`config.mk`:
```
export PLATFORM = sky130hd
export DESIGN_NAME = score_sequencer
export DESIGN_NICKNAME = d
export VERILOG_FILES = /design/src/rtl/score_sequencer.sv
export SDC_FILE = /design/constraint.sdc
export NUM_CORES = 1
export LEC_CHECK = 0
export CORE_ASPECT_RATIO = 0.7
export CORE_MARGIN = 2
export CORE_UTILIZATION = 51
export DETAILED_ROUTE_END_ITERATION = 7
export PLACE_DENSITY = 0.77
export RECOVER_POWER = 50
export SYNTH_ARGS = -nofsm -noshare
export SYNTH_HDL_FRONTEND = slang
export SYNTH_SLANG_ARGS = --single-unit
```
`constraint.sdc`:
```
create_clock -name clk -period 9.2 [get_ports clk]
set_input_delay 1.84 -clock clk [delete_from_list [all_inputs] [get_ports clk]]
set_output_delay 1.84 -clock clk [all_outputs]
set_load 0.02 [all_outputs]
```
`src/rtl/score_sequencer.sv`:
```
`default_nettype none
// ----------------------------------------------------------------------------
// score_sequencer : queues line-clear events and accumulates a BCD score,
// a BCD lines-cleared total and a binary level.        Revision 1.0
// ----------------------------------------------------------------------------
module score_sequencer (
  input  logic        clk,
  input  logic        rst,
  input  logic        clr,
  input  logic        ev_valid,
  input  logic [1:0]  ev_lines,
  output logic        ev_ready,
  output logic [11:0] score,
  output logic [11:0] lines_total,
  output logic [3:0]  level,
  output logic        busy,
  output logic        commit,
  output logic        sat
);

  localparam logic [1:0] C_IDLE  = 2'd0;
  localparam logic [1:0] C_ADD0  = 2'd1;
  localparam logic [1:0] C_ADD1  = 2'd2;
  localparam logic [1:0] C_ADD2  = 2'd3;
  localparam logic [2:0] C_DEPTH = 3'd4;

  logic [1:0]  state_q, state_d;
  logic [1:0]  fifo_q [4];
  logic [1:0]  wr_ptr_q, rd_ptr_q;
  logic [2:0]  count_q;
  logic [11:0] op_q;
  logic [1:0]  op_lines_q;
  logic [7:0]  shadow_q;
  logic        carry_q;
  logic [11:0] score_q, lines_q;
  logic [3:0]  level_q;
  logic        sat_q, commit_q;

  logic        w_push, w_pop, w_add, w_commit;
  logic [1:0]  w_pop_lines;
  logic [11:0] w_pop_points;
  logic [3:0]  w_op_dig, w_sc_dig, w_sum_dig;
  logic [4:0]  w_sum_raw;
  logic        w_cout;
  logic [4:0]  w_ld0, w_ld1, w_ld2;
  logic [11:0] w_lines_next;

  assign ev_ready    = (count_q != C_DEPTH);
  assign busy        = (count_q != 3'd0) || (state_q != C_IDLE);
  assign score       = score_q;
  assign lines_total = lines_q;
  assign level       = level_q;
  assign sat         = sat_q;
  assign commit      = commit_q;
  assign w_push      = ev_valid & ev_ready & ~clr;

  // FIFO storage carries no reset: occupancy is tracked by count_q alone.
  always_ff @(posedge clk) begin
    if (w_push) fifo_q[wr_ptr_q] <= ev_lines;
  end

  always_ff @(posedge clk or posedge rst) begin
    if (rst) begin
      wr_ptr_q <= 2'd0;
      rd_ptr_q <= 2'd0;
      count_q  <= 3'd0;
    end else if (clr) begin
      wr_ptr_q <= 2'd0;
      rd_ptr_q <= 2'd0;
      count_q  <= 3'd0;
    end else begin
      if (w_push) wr_ptr_q <= wr_ptr_q + 2'd1;
      if (w_pop)  rd_ptr_q <= rd_ptr_q + 2'd1;
      case ({w_push, w_pop})
        2'b10:   count_q <= count_q + 3'd1;
        2'b01:   count_q <= count_q - 3'd1;
        default: count_q <= count_q;
      endcase
    end
  end

  always_ff @(posedge clk or posedge rst) begin
    if (rst) state_q <= C_IDLE;
    else     state_q <= state_d;
  end

  always_comb begin
    state_d = state_q;
    if (clr) begin
      state_d = C_IDLE;
    end else begin
      case (state_q)
        C_IDLE:  if (count_q != 3'd0) state_d = C_ADD0;
        C_ADD0:  state_d = C_ADD1;
        C_ADD1:  state_d = C_ADD2;
        default: state_d = C_IDLE;
      endcase
    end
  end

  always_comb begin
    w_pop    = 1'b0;
    w_add    = 1'b0;
    w_commit = 1'b0;
    if (!clr) begin
      case (state_q)
        C_IDLE:  w_pop    = (count_q != 3'd0);
        C_ADD0:  w_add    = 1'b1;
        C_ADD1:  w_add    = 1'b1;
        default: w_commit = 1'b1;
      endcase
    end
  end

  always_comb begin
    w_pop_lines = fifo_q[rd_ptr_q];
    case (w_pop_lines)
      2'd0:    w_pop_points = 12'h001;
      2'd1:    w_pop_points = 12'h004;
      2'd2:    w_pop_points = 12'h009;
      default: w_pop_points = 12'h016;
    endcase
  end

  // The single shared BCD digit adder; the FSM state selects the digit.
  always_comb begin
    case (state_q)
      C_ADD0: begin
        w_op_dig = op_q[3:0];
        w_sc_dig = score_q[3:0];
      end
      C_ADD1: begin
        w_op_dig = op_q[7:4];
        w_sc_dig = score_q[7:4];
      end
      default: begin
        w_op_dig = op_q[11:8];
        w_sc_dig = score_q[11:8];
      end
    endcase
    w_sum_raw = {1'b0, w_op_dig} + {1'b0, w_sc_dig} + {4'd0, carry_q};
    w_cout    = (w_sum_raw > 5'd9);
    w_sum_dig = w_cout ? (w_sum_raw[3:0] + 4'd6) : w_sum_raw[3:0];
  end

  // Lines total only ever grows by 1..4, so a ripple of +1 carries suffices above digit 0.
  always_comb begin
    w_ld0 = {1'b0, lines_q[3:0]} + {3'b000, op_lines_q} + 5'd1;
    w_ld1 = {1'b0, lines_q[7:4]} + {4'd0, (w_ld0 > 5'd9)};
    w_ld2 = {1'b0, lines_q[11:8]} + {4'd0, (w_ld1 > 5'd9)};
    if (w_ld2 > 5'd9) begin
      w_lines_next = 12'h999;
    end else begin
      w_lines_next = {w_ld2[3:0],
                      (w_ld1 > 5'd9) ? 4'd0 : w_ld1[3:0],
                      (w_ld0 > 5'd9) ? (w_ld0[3:0] - 4'd10) : w_ld0[3:0]};
    end
  end

  always_ff @(posedge clk or posedge rst) begin
    if (rst) begin
      op_q       <= 12'h000;
      op_lines_q <= 2'd0;
      shadow_q   <= 8'h00;
      carry_q    <= 1'b0;
      score_q    <= 12'h000;
      lines_q    <= 12'h000;
      level_q    <= 4'd0;
      sat_q      <= 1'b0;
      commit_q   <= 1'b0;
    end else if (clr) begin
      op_q       <= 12'h000;
      op_lines_q <= 2'd0;
      shadow_q   <= 8'h00;
      carry_q    <= 1'b0;
      score_q    <= 12'h000;
      lines_q    <= 12'h000;
      level_q    <= 4'd0;
      sat_q      <= 1'b0;
      commit_q   <= 1'b0;
    end else begin
      commit_q <= w_commit;
      if (w_pop) begin
        op_q       <= w_pop_points;
        op_lines_q <= w_pop_lines;
        carry_q    <= 1'b0;
      end
      if (w_add) begin
        carry_q <= w_cout;
        if (state_q == C_ADD0) shadow_q[3:0] <= w_sum_dig;
        else                   shadow_q[7:4] <= w_sum_dig;
      end
      if (w_commit) begin
        carry_q <= 1'b0;
        if (w_cout) begin
          score_q <= 12'h999;
          sat_q   <= 1'b1;
        end else begin
          score_q <= {w_sum_dig, shadow_q};
        end
        lines_q <= w_lines_next;
        if ((w_lines_next[11:4] != lines_q[11:4]) && (level_q != 4'hF))
          level_q <= level_q + 4'd1;
      end
    end
  end

endmodule
`default_nettype wire

```
==> summary.txt, run 1 <==
Status
  • Run status: finished, violations left
  • Failing checks: capacitance limit, slew limit

Hold path
  • Hold-critical path depth: 2
  • Min-delay src: sat
  • WHS Endpoint: sat
  • Hold Path Class: reg2reg

Synth
  • Cell variety after synth: 54
  • Predominant post-synthesis flop cell: dfrtp_1
  • Mapped Nets: 412
  • Mapped Avg Cell Area: 9.41 sq um
  • EDFF count, synth: 8
  • Post-synth top cells: 53 x dfrtp_1, 52 x nor2_1, 33 x nand2_1
  • Syn. warnings: 0
  • Top cells by area, synth: dfrtp_1 37%, ha_1 7.7%, edfxtp_1 6.7%, nor2_1 5.5%, a21oi_1 4.2%
  • Async set-reset flop share out of synthesis: 0.869
  • Seq/Total Area, Yosys: 0.438
  • Post-synthesis instance total: 380
  • Yosys reg bits: 61
  • Most common cell in the netlist: dfrtp_1
  • Top-area cell type share of the netlist area: 0.371
  • Area leader, netlist: dfrtp_1
  • Synthesized area: 3570 sq um

Power
  • Sequential Power Share: 0.313
  • Clock Power Share: 0.222
  • Sw Ratio: 0.412
  • Net Sw Power: 0.470 mW
  • Logic pwr share: 0.465
  • P per Cell Area: 272 nW/um^2
  • Design Power: 1.14 mW
  • Lkg Pwr: 1.72 nW
  • Max VDD drop: 0.197 mV
  • P_int: 0.672 mW

Placed design
  • IO Port Bufs: 37
  • Placed cell areas: 4000 sq um
  • GPL Wtd Cong: 0.940
  • Placed Cells: 494
  • DP HPWL: 5.39 mm

Global route
  • Global-route usage over all layers: 0.217
  • Initial antenna violation count: 0
  • First-pass GRT wire length: 13.1 mm
  • Total grt overflow: 0
  • Largest net degree at the start of global routing: 60
  • Vias in the first global route: 2682

STA
  • Final Cycle Share: 0.644
  • Worst slew pin tran: 2.79 ns
  • Setup_tns: 0 ns
  • Final Hold Fails: 0
  • # setup viols final: 0
  • Fmax: 169 MHz
  • Slew HR: -0.860
  • Final Max Tran Viols: 114
  • Min Hold Slack: 0.520 ns
  • Fin crit period: 5.92 ns
  • Clock skew: 0.00632 ns
  • Unrepaired setup endpoints after global routing: false

Finish
  • Nets: 443
  • Fin cells: 510
  • Inserted Diodes: 0
  • Fillers: 566
  • Layout Area Growth over Synthesis: 17.4%
  • Fraction of layout cells with a size suffix above 1: 0.0577
  • Design area: 4200 sq um

Floorplanning
  • Row count: 25
  • Core footprint: 6760 sq um
  • DIE AREA: 7710 sq um
  • I/O pins: 38
  • Initial Util: 0.529
  • Die Span X: 104 um
  • Die Y: 74.0 um

Critical path
  • Arr. time, crit path: 6.15 ns
  • Reg2reg start: lines_total[0]
  • Worst path max stage delay: 0.50 ns
  • Data required, critical path: 9.43 ns
  • Crit path max fanout: 10
  • Critical path's top delay family: adder cells
  • Reg2reg setup slack: 3.28 ns
  • Slowest stage cell, crit path: fa_1
  • CP startpoint kind: flop
  • CP Capture Type: flop
  • Reg2Reg Capture Point: level[0]
  • Worst path most repeated cell: ha_1
  • WS Path Type: reg2reg
  • CP Buf/Inv Count: 4
  • Reg2Reg Depth: 22
  • Cell breakdown of the critical path: inv_1 > ha_1 > inv_1 > fa_1 > clkinv_1 > a211oi_1 > o22a_1 > ha_1 > ha_1 > or2_1 > a21oi_1 > or3_1 > inv_1 > ha_1 > ha_1 > nand2b_1 > a31oi_2 > or3_1 > o2111ai_1 > a222oi_1 > a21boi_1 > mux2_4

Clock network
  • PostCTS Resize Cnt: 0
  • Worst-path clk slew: 0.07 ns
  • Hold buffers post-CTS: 0
  • CTS tree: done
  • CTS H-tree depth: 3
  • # Post-CTS Setup Buffers: 0
  • Clock Sinks: 61
  • Clock Path Buffers: 2
  • Num CTS Buffers: 9
  • CTS root buf: clkbuf_8
  • Clock Latency Late Sink: 0.34 ns

Detailed routing
  • Drt pass-1 iters: 5
  • Detail Route Antenna Nets: 0
  • Via count: 2848
  • DR WL/cell: 15.2 um
  • Vias/cell: 5.58
  • Residual DRC: 0
  • WL final: 7.78 mm
  • Drt initial violations: 245

Job
  • Max Cap Violations: 2
flip-flops by register name, indices dropped and copies added (netlist names), 3 cells and up:
register and count:
count_q 3, lines_total 12, shadow_q 8, fifo_q 8
score 12, op_q 3, level 4
worst min-delay path: cells and delay by family, from the launching register on:
kind | cells | cell delay [ns]
compound gates | 1 | 0.05
simple gates | 1 | 0.08
flops | 1 | 0.36
power by group through the flow:
stage / Clock [mW] / Sequential (mW) / Combinational [mW]
final: 0.254 / 0.358 / 0.530
after global routing: 0.274 / 0.366 / 0.595
after CTS: 0.260 / 0.357 / 0.529
after detailed placement: 0 / 0.362 / 0.524
after global placement: 0 / 0.360 / 0.508
after floorplan: 0 / 0.364 / 0.389
routing by layer:
metal / up-vias / part of all wire / global-route usage
li1: 1393 / - / -
met5: - / 0 / 0
met3: 11 / 0.058 / 0.0500
met1: 1342 / 0.50 / 0.316
met4: 0 / 0.012 / 0.0721
met2: 102 / 0.43 / 0.326
final cells by class:
type / count / area, sq um / area share
Tap cell: 94 / 118 / 0.0280
Clock inverter: 6 / 77.6 / 0.0185
Timing Repair Buffer: 39 / 375 / 0.0894
Sequential cell: 61 / 1570 / 0.373
Clock buffer: 10 / 128 / 0.0304
Multi-Input combinational cell: 277 / 1850 / 0.440
Inverter: 23 / 86.3 / 0.0206
layout by cell type (no fill, tap or decap), types with 10 or more instances in the layout:
cell type        netlist  final
clkdlybuf4s50_1        0     33
xnor2_1               10     10
nor2_1                52     52
dfrtp_1               53     53
nand2_1               33     33
inv_1                 21     20
a211oi_1              15     15
ha_1                  22     22
nand3_1               13     13
a21oi_1               30     30
worst max path at each step:
| stage | from | to | slack (ns) | cells after the start |
|---|---|---|---|---|
| after floorplan | lines_total[0] | level[0] | 3.90 | 23 |
| after CTS | lines_total[0] | level[0] | 3.35 | 22 |
| after global placement | lines_total[0] | level[0] | 3.58 | 22 |
| after detailed placement | op_lines_q[0] | level[0] | 3.35 | 22 |
| final | lines_total[0] | level[0] | 3.28 | 22 |
| after global routing | lines_total[0] | level[0] | 2.81 | 22 |
cells by family (layout without fill, tap and decap cells):
logic type | after synthesis | count (layout) | share of synthesized area
adder cells (fa/ha/maj) | 26 | 26 | 0.0994
AND/OR/NAND/NOR | 141 | 141 | 0.184
flip-flops | 61 | 61 | 0.438
buffers and inverters | 42 | 78 | 0.0455
AO/OA/AOI/OAI | 84 | 84 | 0.155
multiplexers | 13 | 13 | 0.0455
XOR/XNOR | 13 | 13 | 0.0319
stage by stage:
stage          worst slack, ns   util
2_1_floorplan             3.90      -
3_3_place_gp              3.58  0.591
3_5_place_dp              3.35  0.591
4_1_cts                   3.35  0.622
5_1_grt                   2.81  0.621
6_report                  3.28  0.621
No activity file was read; power rests on OpenSTA's default activity.
==> run 2, diff against run 1 <==
PLACE_DENSITY = 0.8   (was 0.77)
clock period = 5.2 ns   (was 9.2 ns; I/O delays follow)
==> run 2 against run 1 <==
- the flow still finishes with violations (capacitance limit, slew limit)
- critical path type unchanged
- core utilization is 3.6 points higher
- largest cell class unchanged
- cell count is 2.5% higher
- hold slack got worse by 0.0097 ns
- fmax grew 14%
- flip-flop and latch count is the same
- sequential share of layout area down 2.0 points
- total power is 86% higher
- count of clock-buffer cells in the layout is 2 higher
==> summary.txt, run 2 (synthesis results as in run 1) <==
Status
  • Run status: finished, violations left
  • Failing checks: capacitance limit, slew limit

Finish
  • Nets: 456
  • Inserted Diodes: 0
  • Fillers: 545
  • Design area: 4440 sq um
  • Final Util: 0.657
  • Layout Area Growth over Synthesis: 24.2%
  • Most common cell after layout, fill and taps aside: dfrtp_1
  • Fraction of layout cells with a size suffix above 1: 0.117
  • Most frequent cells in the layout: 53 x dfrtp_1, 51 x nor2_1, 33 x nand2_1, 33 x clkdlybuf4s50_1, 29 x a21oi_1

Placed design
  • Placed cell areas: 4040 sq um
  • DP Worst Slack: -0.232 ns
  • GPL Wtd Cong: 0.910
  • DP HPWL: 5.31 mm
  • IO Port Bufs: 37

Detailed routing
  • Residual DRC: 0
  • Drt initial violations: 238
  • Top sig layer: met4
  • DR WL/cell: 16.9 um
  • Total length of routed met2 wires: 4.02 mm
  • Via count: 3064
  • Met3 wire length: 736 um
  • WL met1: 3.85 mm
  • Drt pass-1 iters: 4
  • WL final: 8.83 mm
  • Detail Route Antenna Nets: 0
  • Vias/cell: 5.86

Critical path
  • CP startpoint kind: flop
  • Data required, critical path: 5.42 ns
  • Arr. time, crit path: 5.42 ns
  • CP Capture Type: flop
  • Crit path max fanout: 6
  • WS Path Type: reg2reg

STA
  • Fin crit period: 5.20 ns
  • Worst slew pin tran: 2.88 ns
  • Final Max Tran Viols: 114
  • Slew HR: -0.919
  • # setup viols final: 0
  • Final Cycle Share: 1.00
  • Setup ws final: 0.00187 ns
  • Setup_tns: 0 ns
  • Final Hold Fails: 0
  • Clock skew: 0.00601 ns
  • Fmax: 192 MHz

Floorplanning
  • Die Span X: 104 um
  • Initial Util: 0.529
  • Core footprint: 6760 sq um
  • DIE AREA: 7710 sq um
  • Row count: 25
  • Die Y: 74.0 um
  • I/O pins: 38

Clock network
  • CTS H-tree depth: 3
  • CTS tree: done
  • Clock Path Buffers: 2
  • Clock Latency Late Sink: 0.34 ns
  • Worst-path clk slew: 0.07 ns
  • CTS root buf: clkbuf_8
  • Num CTS Buffers: 9
  • Clock Sinks: 61

Hold path
  • Hold Path Class: reg2reg

Job
  • Max Cap Violations: 2

Global route
  • Vias in the first global route: 2750
  • Largest net degree at the start of global routing: 60
  • Global-route usage over all layers: 0.220
  • Total grt overflow: 0
  • First-pass GRT wire length: 13.3 mm
  • Initial antenna violation count: 0

Power
  • P per Cell Area: 480 nW/um^2
  • Design Power: 2.13 mW
  • Lkg Pwr: 1.80 nW
  • Max VDD drop: 0.270 mV
## run 2: layer usage
layer | vias up | track usage
met4 | 0 | 0.0721
met3 | 28 | 0.0657
met5 | - | 0
met1 | 1466 | 0.297
met2 | 146 | 0.350
li1 | 1424 | -
## run 2: repair_timing
| action | 4_1_cts | 5_1_grt |
|---|---|---|
| setup endpoints to repair | 4 | 4 |
| pin swaps | 2 | 6 |
| resized for setup | 7 | 9 |
| setup buffers | 1 | 7 |
| hold buffers | 0 | 0 |
## run 2: area by class of cell
class	instances	area (sq um)	share of cell area
clock buffer	12	145	0.0327
clock inverter	4	95.1	0.0214
inverter	23	86.3	0.0194
multi-input combinational	277	1960	0.441
sequential	61	1570	0.353
tap	94	118	0.0265
timing repair buffer	52	470	0.106
## run 2: worst paths after layout
path | from | to | slack [ns] | cells after the start
max | lines_total[0] | level[3] | 0.002 | 23
min in group asynchronous | rst | wr_ptr_q[1] | 2.23 | 3
max in group asynchronous | rst | score[8] | 1.35 | 3
max reg2reg | lines_total[0] | level[3] | 0.002 | 23
min | sat | sat | 0.51 | 2
min reg2reg | sat | sat | 0.51 | 2
## run 2: where the power goes
group          switching (mW)  leakage [nW]  total (mW)  internal, mW
Clock                   0.184         0.121       0.515         0.331
Combinational           0.592         0.879       0.977         0.384
Sequential             0.0726         0.800       0.638         0.565
## run 2: metrics by stage
stage	cells	hold slack [ns]
4_1_cts	516	0.515
5_1_grt	523	0.551
6_report	523	0.510
3_5_place_dp	499	0.499
3_3_place_gp	499	0.477
2_1_floorplan	380	0.486
## run 2: critical path: stages, from the launching register on
cell	delay, ns
dfrtp_1	0.38
inv_1	0.07
ha_1	0.14
inv_1	0.06
fa_1	0.55
clkinv_1	0.10
a211oi_1	0.31
o22a_1	0.27
ha_4	0.17
ha_4	0.21
or2_4	0.25
a21oi_2	0.15
or3_4	0.16
inv_1	0.06
ha_4	0.17
ha_4	0.27
nand2b_4	0.14
a31oi_4	0.13
nor3_4	0.31
nand4_1	0.15
a222oi_1	0.40
buf_4	0.21
a21oi_1	0.08
mux2_1	0.32
==> run 3, diff against run 2 <==
SETUP_SLACK_MARGIN = 0.2   (was not set)
==> run 3 against run 2 <==
- critical endpoint is now level[0]
- sequential power about the same
- cell area up 2.4%
- total power up 0.63%
- via count rose by 2.5%
- sequential share of layout area shrank 0.80 points
- the run still ends with capacitance limit, slew limit left
- clock skew hardly changed
==> summary.txt, run 3 (synthesis results as in run 1) <==
Status
  • Run status: finished, violations left
  • Failing checks: capacitance limit, slew limit

Hold path
  • Hold Path Class: reg2reg
  • Hold-critical path depth: 2
  • Min-delay src: sat

Floorplanning
  • Core footprint: 6760 sq um
  • Row count: 25
  • I/O pins: 38
  • Initial Util: 0.529
  • Die Y: 74.0 um
  • Die Span X: 104 um
  • DIE AREA: 7710 sq um

Clock network
  • CTS H-tree depth: 3
  • Clock Latency Late Sink: 0.36 ns
  • CTS root buf: clkbuf_8
  • Worst-path clk slew: 0.07 ns
  • CTS tree: done
  • Clock Sinks: 61
  • Num CTS Buffers: 9
  • Clock Path Buffers: 2

Finish
  • Most frequent cells in the layout: 52 x dfrtp_1, 51 x nor2_1, 33 x nand2_1, 33 x clkdlybuf4s50_1, 26 x a21oi_1
  • Fin cells: 534
  • Fraction of layout cells with a size suffix above 1: 0.168
  • Most common cell after layout, fill and taps aside: dfrtp_1
  • Layout Area Growth over Synthesis: 27.2%
  • Design area: 4550 sq um
  • Final Util: 0.673
  • Inserted Diodes: 0
  • Nets: 467

Critical path
  • Arr. time, crit path: 5.27 ns
  • Reg2reg start: op_lines_q[0]
  • Worst path max stage delay: 0.57 ns
  • Slowest stage cell, crit path: fa_2
  • Crit path from: op_lines_q[0]
  • CP Capture Type: flop
  • Cell breakdown of the critical path: inv_1 > ha_2 > inv_2 > fa_2 > inv_4 > a211oi_4 > o22a_1 > ha_4 > ha_4 > or2_4 > a21oi_2 > or3_4 > inv_2 > ha_4 > ha_4 > nand2b_4 > a31oi_4 > or3_4 > buf_4 > nand4_1 > o41ai_4 > buf_4 > a21boi_4 > mux2_4
  • Data required, critical path: 5.45 ns
  • WS Path Type: reg2reg
  • Worst path most repeated cell: ha_4
  • CP startpoint kind: flop
  • Crit path max fanout: 9
  • Reg2Reg Depth: 24

STA
  • Fmax: 199 MHz
  • Unrepaired setup endpoints after global routing: true
  • Setup_tns: 0 ns
  • Final Cycle Share: 0.965
  • Min Hold Slack: 0.510 ns
  • # setup viols final: 0
  • Final Hold Fails: 0
  • Final Max Tran Viols: 114
  • Clock skew: 0.00623 ns
  • Setup ws final: 0.180 ns
  • Slew HR: -0.897
  • Fin crit period: 5.02 ns
  • Worst slew pin tran: 2.85 ns

Placed design
  • Placed cell areas: 4060 sq um
  • DP Worst Slack: -0.115 ns
  • IO Port Bufs: 37
  • GPL Wtd Cong: 0.870
  • DP HPWL: 5.40 mm
  • Placed Cells: 498

Global route
  • First-pass GRT wire length: 13.7 mm
  • Total grt overflow: 0
  • Vias in the first global route: 2826
  • Global-route usage over all layers: 0.227
  • Largest net degree at the start of global routing: 60
  • Initial antenna violation count: 0

Detailed routing
  • Drt pass-1 iters: 5
  • Drt initial violations: 249
  • DR WL/cell: 17.0 um
  • Residual DRC: 0
  • Via count: 3140
  • WL final: 9.05 mm
  • Vias/cell: 5.88
  • Detail Route Antenna Nets: 0

Job
  • Max Cap Violations: 2

Power
  • P per Cell Area: 471 nW/um^2
  • Design Power: 2.14 mW
  • Max VDD drop: 0.280 mV
  • Lkg Pwr: 1.84 nW
==> run 3: cell types whose count changed in the layout (fill, tap and decap cells not counted), sizes merged <==
cell / change
inv: +1
bufinv: -1
clkbuf: -2
clkinv: +2
buf: +11
==> run 3: cell type report <==
cell class                 count  area (sq um)
sequential                    61          1570
inverter                      23          88.8
fill                         525          2210
clock inverter                 6          87.6
clock buffer                  10           128
timing repair buffer          63           553
tap                           94           118
multi-input combinational    277          2000
==> run 3: critical path, delay by kind of cell, from the launching register on <==
kind,cells,cell delay (ns)
muxes,1,0.31
adders and majority gates,6,1.60
DFF,1,0.39
and+or+nand+nor,5,1.07
buffers and inverters,6,0.59
AOI/OAI and AO/OA,6,0.94
==> run 3: final timing paths <==
kind                       slack (ns)        endpoint
max                              0.18        level[0]
min                              0.51             sat
max reg2reg                      0.18        level[0]
min reg2reg                      0.51             sat
max in group asynchronous        1.19  lines_total[0]
min in group asynchronous        2.20      count_q[2]
==> run 3: timing repair <==
item	4_1_cts	5_1_grt
buffers inserted	3	17
setup endpoints to repair	4	4
gates resized for setup	6	20
hold buffers	0	0
pin swaps	3	16
endpoints found under the hold margin	0	0
==> run 3: power by group <==
part	internal, mW	leakage (nW)	total, mW	switching (mW)
clock	0.270	0.110	0.467	0.197
sequential	0.565	0.798	0.637	0.0719
combinational	0.419	0.929	1.04	0.620
==> run 3: metal layers <==
metal | part of all wire | track usage | vias to the layer above
li1 | - | - | 1441
met4 | 0.028 | 0.0976 | 0
met1 | 0.44 | 0.303 | 1526
met2 | 0.46 | 0.360 | 143
met5 | 0 | 0 | -
met3 | 0.068 | 0.0596 | 30
